## src/rtl/mem_port_arbiter.sv

```systemverilog
// Two-master arbiter in front of single-port Memory32: fixed priority with m1 starvation guard, or round-robin.
// Latency: grant and memory request same cycle; rvalid/rdata one cycle after accept (reads and write acks).
// Backpressure: a denied master sees ready=0 and must hold valid and attributes until granted.
`timescale 1ns/1ps
module mem_port_arbiter #(
    parameter bit          FIXED_PRIO = 1'b1,
    parameter int unsigned MAX_WAIT   = 15
) (
    input  logic        clk,
    input  logic        rstn,
    input  logic        m0_valid,
    input  logic        m0_write,
    input  logic [3:0]  m0_wmask,
    input  logic [31:0] m0_wdata,
    input  logic        m0_wgrubby,
    input  logic [31:0] m0_addr,
    output logic        m0_ready,
    output logic        m0_rvalid,
    output logic [31:0] m0_rdata,
    output logic        m0_rgrubby,
    input  logic        m1_valid,
    input  logic        m1_write,
    input  logic [3:0]  m1_wmask,
    input  logic [31:0] m1_wdata,
    input  logic        m1_wgrubby,
    input  logic [31:0] m1_addr,
    output logic        m1_ready,
    output logic        m1_rvalid,
    output logic [31:0] m1_rdata,
    output logic        m1_rgrubby,
    output logic        mem_valid,
    output logic        mem_write,
    output logic [3:0]  mem_wmask,
    output logic [31:0] mem_wdata,
    output logic        mem_wgrubby,
    output logic [31:0] mem_addr,
    input  logic [31:0] mem_rdata,
    input  logic        mem_rgrubby
);

    typedef struct packed {
        logic        write;
        logic [3:0]  wmask;
        logic [31:0] wdata;
        logic        wgrubby;
        logic [31:0] addr;
    } req_t;

    localparam logic [7:0] WAIT_MAX = 8'(MAX_WAIT);

    req_t       m0_req, m1_req, gnt_req;
    logic       any_vld;
    logic       gnt;      // 0: master 0, 1: master 1
    logic       q_last;
    logic       q_rsel;
    logic       q_rpend;
    logic [7:0] q_wait;

    assign m0_req  = '{write: m0_write, wmask: m0_wmask, wdata: m0_wdata, wgrubby: m0_wgrubby, addr: m0_addr};
    assign m1_req  = '{write: m1_write, wmask: m1_wmask, wdata: m1_wdata, wgrubby: m1_wgrubby, addr: m1_addr};
    assign any_vld = m0_valid | m1_valid;

    always_comb begin
        gnt = 1'b0;
        if (m1_valid && !m0_valid) begin
            gnt = 1'b1;
        end else if (m0_valid && m1_valid) begin
            gnt = FIXED_PRIO ? (q_wait == WAIT_MAX) : ~q_last;
        end
    end

    // Everything facing the masters and the memory is held quiet while reset is asserted.
    assign m0_ready  = rstn & m0_valid & ~gnt;
    assign m1_ready  = rstn & m1_valid & gnt;
    assign mem_valid = rstn & any_vld;

    always_comb begin
        gnt_req = '0;
        if (mem_valid) begin
            gnt_req = gnt ? m1_req : m0_req;
        end
    end

    assign mem_write   = gnt_req.write;
    assign mem_wmask   = gnt_req.wmask;
    assign mem_wdata   = gnt_req.wdata;
    assign mem_wgrubby = gnt_req.wgrubby;
    assign mem_addr    = gnt_req.addr;

    assign m0_rvalid  = q_rpend & ~q_rsel;
    assign m1_rvalid  = q_rpend & q_rsel;
    assign m0_rdata   = m0_rvalid ? mem_rdata : '0;
    assign m1_rdata   = m1_rvalid ? mem_rdata : '0;
    assign m0_rgrubby = m0_rvalid & mem_rgrubby;
    assign m1_rgrubby = m1_rvalid & mem_rgrubby;

    always_ff @(posedge clk or negedge rstn) begin
        if (!rstn) begin
            q_last  <= 1'b1;
            q_wait  <= '0;
            q_rpend <= 1'b0;
            q_rsel  <= 1'b0;
        end else begin
            q_rpend <= any_vld;
            if (any_vld) begin
                q_rsel <= gnt;
                q_last <= gnt;
            end
            // Starvation counter: only a denied, still-requesting m1 advances it.
            if (FIXED_PRIO && m1_valid && !gnt) begin
                q_wait <= (q_wait == WAIT_MAX) ? q_wait : q_wait + 8'd1;
            end else begin
                q_wait <= '0;
            end
        end
    end

endmodule

```

## config.mk

```make
export PLATFORM = sky130hd
export DESIGN_NAME = mem_port_arbiter
export DESIGN_NICKNAME = d
export VERILOG_FILES = /design/src/rtl/mem_port_arbiter.sv
export SDC_FILE = /design/constraint.sdc
export NUM_CORES = 1
export LEC_CHECK = 0
export CORE_AREA = 2 2 124 126
export DETAILED_ROUTE_END_ITERATION = 7
export DIE_AREA = 0 0 126 128
export HOLD_SLACK_MARGIN = 0.12
export PLACE_DENSITY = 0.55
export SLEW_MARGIN = 5
export SYNTH_ARGS = -nofsm -noshare
export SYNTH_HDL_FRONTEND = slang
export SYNTH_SLANG_ARGS = --single-unit
```

## constraint.sdc

```tcl
create_clock -name clk -period 2.6 [get_ports clk]
set_input_delay 0.52 -clock clk [delete_from_list [all_inputs] [get_ports clk]]
set_output_delay 0.52 -clock clk [all_outputs]
set_load 0.02 [all_outputs]
```

=== Word level (Yosys, flattened, before mapping) ===
Index checks and enable logic that the tools add are counted.

* Bits in registers: 10
* Bits of input ports: 177
* Output and inout port bits: 141
* Logic and storage cells: 31

* $add $sub $neg: 1
* Equality and inequality tests: 2
* Multiplexer cells: 8
* Bitwise operators: 12
* Reductions and logical operators: 5

{| class="wikitable"
|+ Operators with widths
! kind !! number
|-
| $mux W70 || 2
|-
| $mux W32 || 2
|-
| $mux W8 || 2
|-
| $and A1 B1 Y1 || 9
|-
| $add A8 B1 Y8 const B || 1
|-
| $eq A8 B4 Y1 const B || 1
|-
| $logic_and A1 B1 Y1 || 3
|-
| $logic_not A1 Y1 || 2
|-
| $mux W1 || 2
|-
| $ne A2 B2 Y1 const B || 1
|-
| $not A1 Y1 || 2
|-
| $or A1 B1 Y1 || 1
|}

=== Logic depth before layout (Yosys ltp) ===
* Depth in word-level cells: 6
* Gate-level depth with buffers: 6
* Depth with buffers taken out: 4

=== Least setup slack after synthesis ===
OpenSTA, ideal clock, no wires.

* Kind: register -> output
* From: register q_wait[4]
* To: output port mem_wdata[27]
* Arrival: 1.935 ns
* Data required time: 2.080 ns
* Slack: 0.145 ns
* Cell stages (with the launch flop): 7
* Path buffers: 3
* Cells stage by stage: dfrtp_1 or4_1 buf_2 o311a_1 buf_6 buf_6 a32o_1

* Cells in the longest elaborated chain, start to end: 5

{| class="wikitable"
|+ RTL lines
! element !! line !! RTL
|-
| start: declaration || 57 || <nowiki>logic [7:0] q_wait;</nowiki>
|-
| start signal: assignment || 111 || <nowiki>q_wait <= (q_wait == WAIT_MAX) ? q_wait : q_wait + 8'd1;</nowiki>
|-
| $eq A8 B4 Y1 || 68 || <nowiki>gnt = FIXED_PRIO ? (q_wait == WAIT_MAX) : ~q_last;</nowiki>
|-
| $mux W1 || 67 || <nowiki>end else if (m0_valid && m1_valid) begin</nowiki>
|-
| $mux W1 || 65 || <nowiki>if (m1_valid && !m0_valid) begin</nowiki>
|-
| $mux W70 || 80 || <nowiki>gnt_req = gnt ? m1_req : m0_req;</nowiki>
|-
| $mux W70 || 79 || <nowiki>if (mem_valid) begin</nowiki>
|-
| end: declaration || 34 || <nowiki>output logic [31:0] mem_wdata,</nowiki>
|}

No other way between the ends.

=== Worst setup path after layout ===
* From: register q_wait[6]
* To: output port mem_wdata[6]

Same word-level chain as after synthesis.

==> impl_summary.txt <==
----------------------------------------------------
[Run status]
  Status ... complete, but fails checks
  Violations in the final reports ... setup timing

[Critical path]
  Arr. time, crit path ... 2.24 ns
  Buffers plus inverters on the worst setup path ... 2
  Longest individual stage delay on the worst path ... 0.59 ns
  Data required time of the worst path ... 2.08 ns
  CP endpoint kind ... primary output
  Top delay family on crit path ... compound AO/OA/AOI/OAI gates
  Levels on crit path ... 5
  Top fanout value on the critical path ... 12
  Crit path launch type ... register
  Slowest cell on crit path ... sky130_fd_sc_hd__or4_4
  List of cells traversed by the critical path ... or4_4 > o311a_4 > clkbuf_16 > a32o_1 > buf_2
  Path depth of the worst reg2reg path ... 4
  WS Path Type ... register to primary output

[CTS]
  H-tree level count ... 1
  CTS Root Buffer Type ... sky130_fd_sc_hd__clkbuf_16
  Number of buffers created by CTS ... 3
  CTS Sinks ... 10
  Max clock buf depth ... 2
  Clock transition at the register clock pins on the worst setup and hold paths after CTS ... 0.04 ns
  TritonCTS clock tree ... yes
  Total of hold buffers inserted after clock tree synthesis ... 0
  Clock latency on the worst-skew pair ... 0.24 ns

[Place]
  Pre-CTS WS ... -0.5080 ns
  Number of port buffers ... 317
  Area of placed instances ... 0.005435 mm²
  Estimated wirelength of the detail-placed design ... 9.898 mm
  Post-placement cell count ... 735
  Gp weighted congestion ... 0.7912

[Cells and area]
  Non-filler cells in the finished layout ... 750
  Layout Nets ... 741
  Layout Area Growth over Synthesis ... 225.9%
  Design Area, Final ... 0.005843 mm²
  Commonest non-fill, non-tap cells in the layout ... 244 x sky130_fd_sc_hd__clkdlybuf4s50_1, 67 x sky130_fd_sc_hd__buf_6, 51 x sky130_fd_sc_hd__a32o_1, 35 x sky130_fd_sc_hd__and2_1, 35 x sky130_fd_sc_hd__buf_4
  Commonest non-fill, non-tap cell in the layout ... sky130_fd_sc_hd__clkdlybuf4s50_1
  Diodes inserted ... 0
  Fraction of layout cells with a size suffix above 1 ... 27.94%

[Pwr]
  Worst ir drop on vdd ... 0.2213 mV
  Sequential share of power ... 10.7%
  Reported leakage power ... 0.002509 µW
  Share of total power consumed by net switching ... 33.27%
  Relative contribution of the clock network to total power ... 20.3%
  Total power density per cell area ... 257.5 mW/mm²
  Total power consumption of the routed design ... 1504 µW
  Power share of the combinational group ... 69.0%
  NetSw ... 500.4 µW
  Internal Dissipation ... 1004 µW

[Timing]
  Clock Skew ... 0.0008537 ns
  Number of pins exceeding their max-slew limit in the final report ... 0
  Max-slew headroom ... 70.90%
  RSZ-0062 raised after global routing ... true
  Number of failing hold endpoints at the final stage ... 0
  Pin slew with the least headroom to its limit ... 0.4356 ns
  Highest clock rate ... 0.3618 GHz
  Least setup slack across all paths after layout ... -0.1643 ns
  Final-report setup violation count ... 70
  Setup TNS ... -8.916 ns
  Time the worst path needs with I/O delays and setup ... 2.764 ns
  Portion of the clock cycle consumed by the worst path in the final layout ... 106.3%

[Synthesis]
  Number of distinct library cells after synthesis ... 27
  Mapped Avg Cell Area ... 8.187 µm²
  Yosys reg bits ... 10
  Netlist area before placement ... 0.001793 mm²
  Async set or reset register ratio after synthesis ... 100.0%
  Post-Syn Nets ... 397
  Yosys warns ... 0
  Commonest register cell after synthesis ... sky130_fd_sc_hd__dfrtp_1
  Sequential fraction of the synthesis area ... 13.96%
  Synthesized instance count ... 219
  Number of flops mapped to enable cells by yosys ... 0

[Global routing]
  Pin count of the biggest net entering global routing ... 36
  GRT Residual Overflow ... 0
  Number of global-route vias before repair ... 3,379
  Total routing resource utilization after global routing ... 13.73%
  Global-route wire length before repair ... 18.03 mm
  Number of antenna violations at the first check in global routing ... 0

[Routing]
  DRC ... 0
  Routed len/inst ... 17.53 µm
  Max Used Layer ... met4
  Detailed-routed wire length on met3 ... 1.311 mm
  Number of violations reported at the end of detailed-routing iteration 0 ... 156
  DR WL met2 ... 6.982 mm
  Detailed-route wire length on metal 1 ... 4.788 mm
  Via count ... 3,355
  Aggregate routed wire length ... 13.15 mm
  Detailed-route vias per instance ... 4.473
  Remaining number of nets flagged by the antenna check after routing ... 0
  TritonRoute pass-1 iters ... 4

[Floorplanning]
  Row cnt ... 45
  I/O pin cnt ... 318
  Die height ... 128 µm
  Die X-Extent ... 126 µm
  Die Outline Area ... 0.01613 mm²
  Core Footprint ... 0.01486 mm²
  Starting utilization of the core area ... 12.06%

[Run]
  Total of max-cap violations ... 0

[Min path]
  Hold Crit Class ... register to register
  Hold Path Cell Cnt ... 2

----------------------------------------------------
## worst register-to-register path: cells and delay by family, from the launching register on
family | cells | cell delay (ns)
DFF | 1 | 0.38
buffers and inverters | 1 | 0.16
and+or+nand+nor | 1 | 0.59
AOI/OAI and AO/OA | 2 | 0.46
## power groups by stage
stage | combinational, µW | sequential, µW | clock [µW]
6_report | 1040 | 161 | 305
5_1_grt | 1100 | 162 | 314
4_1_cts | 963 | 161 | 307
3_5_place_dp | 971 | 163 | 0
3_3_place_gp | 969 | 163 | 0
2_1_floorplan | 362 | 165 | 0
## timing repair
| item | in CTS | in global routing |
|---|---|---|
| gates resized for setup | 347 | 103 |
| pin swaps | 15 | 2 |
| gates cloned | 2 | 7 |
| setup buffers | 2 | 0 |
| endpoints found under the setup margin | 73 | 72 |
## final timing paths
kind | start | end | slack, ns
setup / recovery | q_wait[6] | mem_wdata[6] | -0.16
hold / removal | q_wait[0] | q_wait[0] | 0.53
setup reg to reg | q_wait[6] | q_wait[6] | 0.87
hold reg to reg | q_wait[0] | q_wait[0] | 0.53
max in group asynchronous | rstn | q_rpend | 1.69
min in group asynchronous | rstn | q_wait[2] | 0.76
## layer usage
layer,vias up,track usage (%)
li1,1595,-
met1,1559,16.08
met2,195,26.15
met3,6,3.297
met4,0,1.357
met5,-,0
## through the flow
step,hold WS [ns],util [%]
after detailed placement,0.5363,36.57
after global routing,0.5452,39.31
final,0.5305,39.31
after global placement,0.5146,36.57
after floorplan,0.2244,-
after CTS,0.5418,36.62
## state kept, by name, summed over array words and instances, names as in the netlist
signal,cells
q_rsel,1
q_rpend,1
q_wait,8
## area by class of cell
class	instances	area (µm²)
Sequential cell	10	250.2
Inverter	2	7.507
Multi-Input combinational cell	175	1413
Clock buffer	4	88.84
Fill cell	1452	9021
Timing Repair Buffer	371	3849
Tap cell	188	235.2
## cells by family (layout without fill, tap and decap cells)
kind of cell / after synthesis / after routing / share of synthesized area [%]
simple gates: 90 / 90 / 30.15
fa+ha+maj: 1 / 1 / 0.6977
flops: 10 / 10 / 13.96
compound gates: 81 / 82 / 42.99
buf+inv: 35 / 377 / 11.24
xor+xnor: 2 / 2 / 0.9771
## cells in the mapped netlist (all sizes together), types with 2 or more instances
master | n | share of area, %
a32o | 70 | 39
and2 | 37 | 13
and3 | 33 | 12
buf | 17 | 7.5
clkbuf | 16 | 3.3
dfrtp | 10 | 14
nor2 | 5 | 1.0
a21oi | 4 | 1.1
nand2 | 4 | 0.84
o21ai | 4 | 1.3
nand3 | 3 | 0.84
or3 | 3 | 1.0
inv | 2 | 0.42
Note: power is estimated with default switching activity, not from simulation.
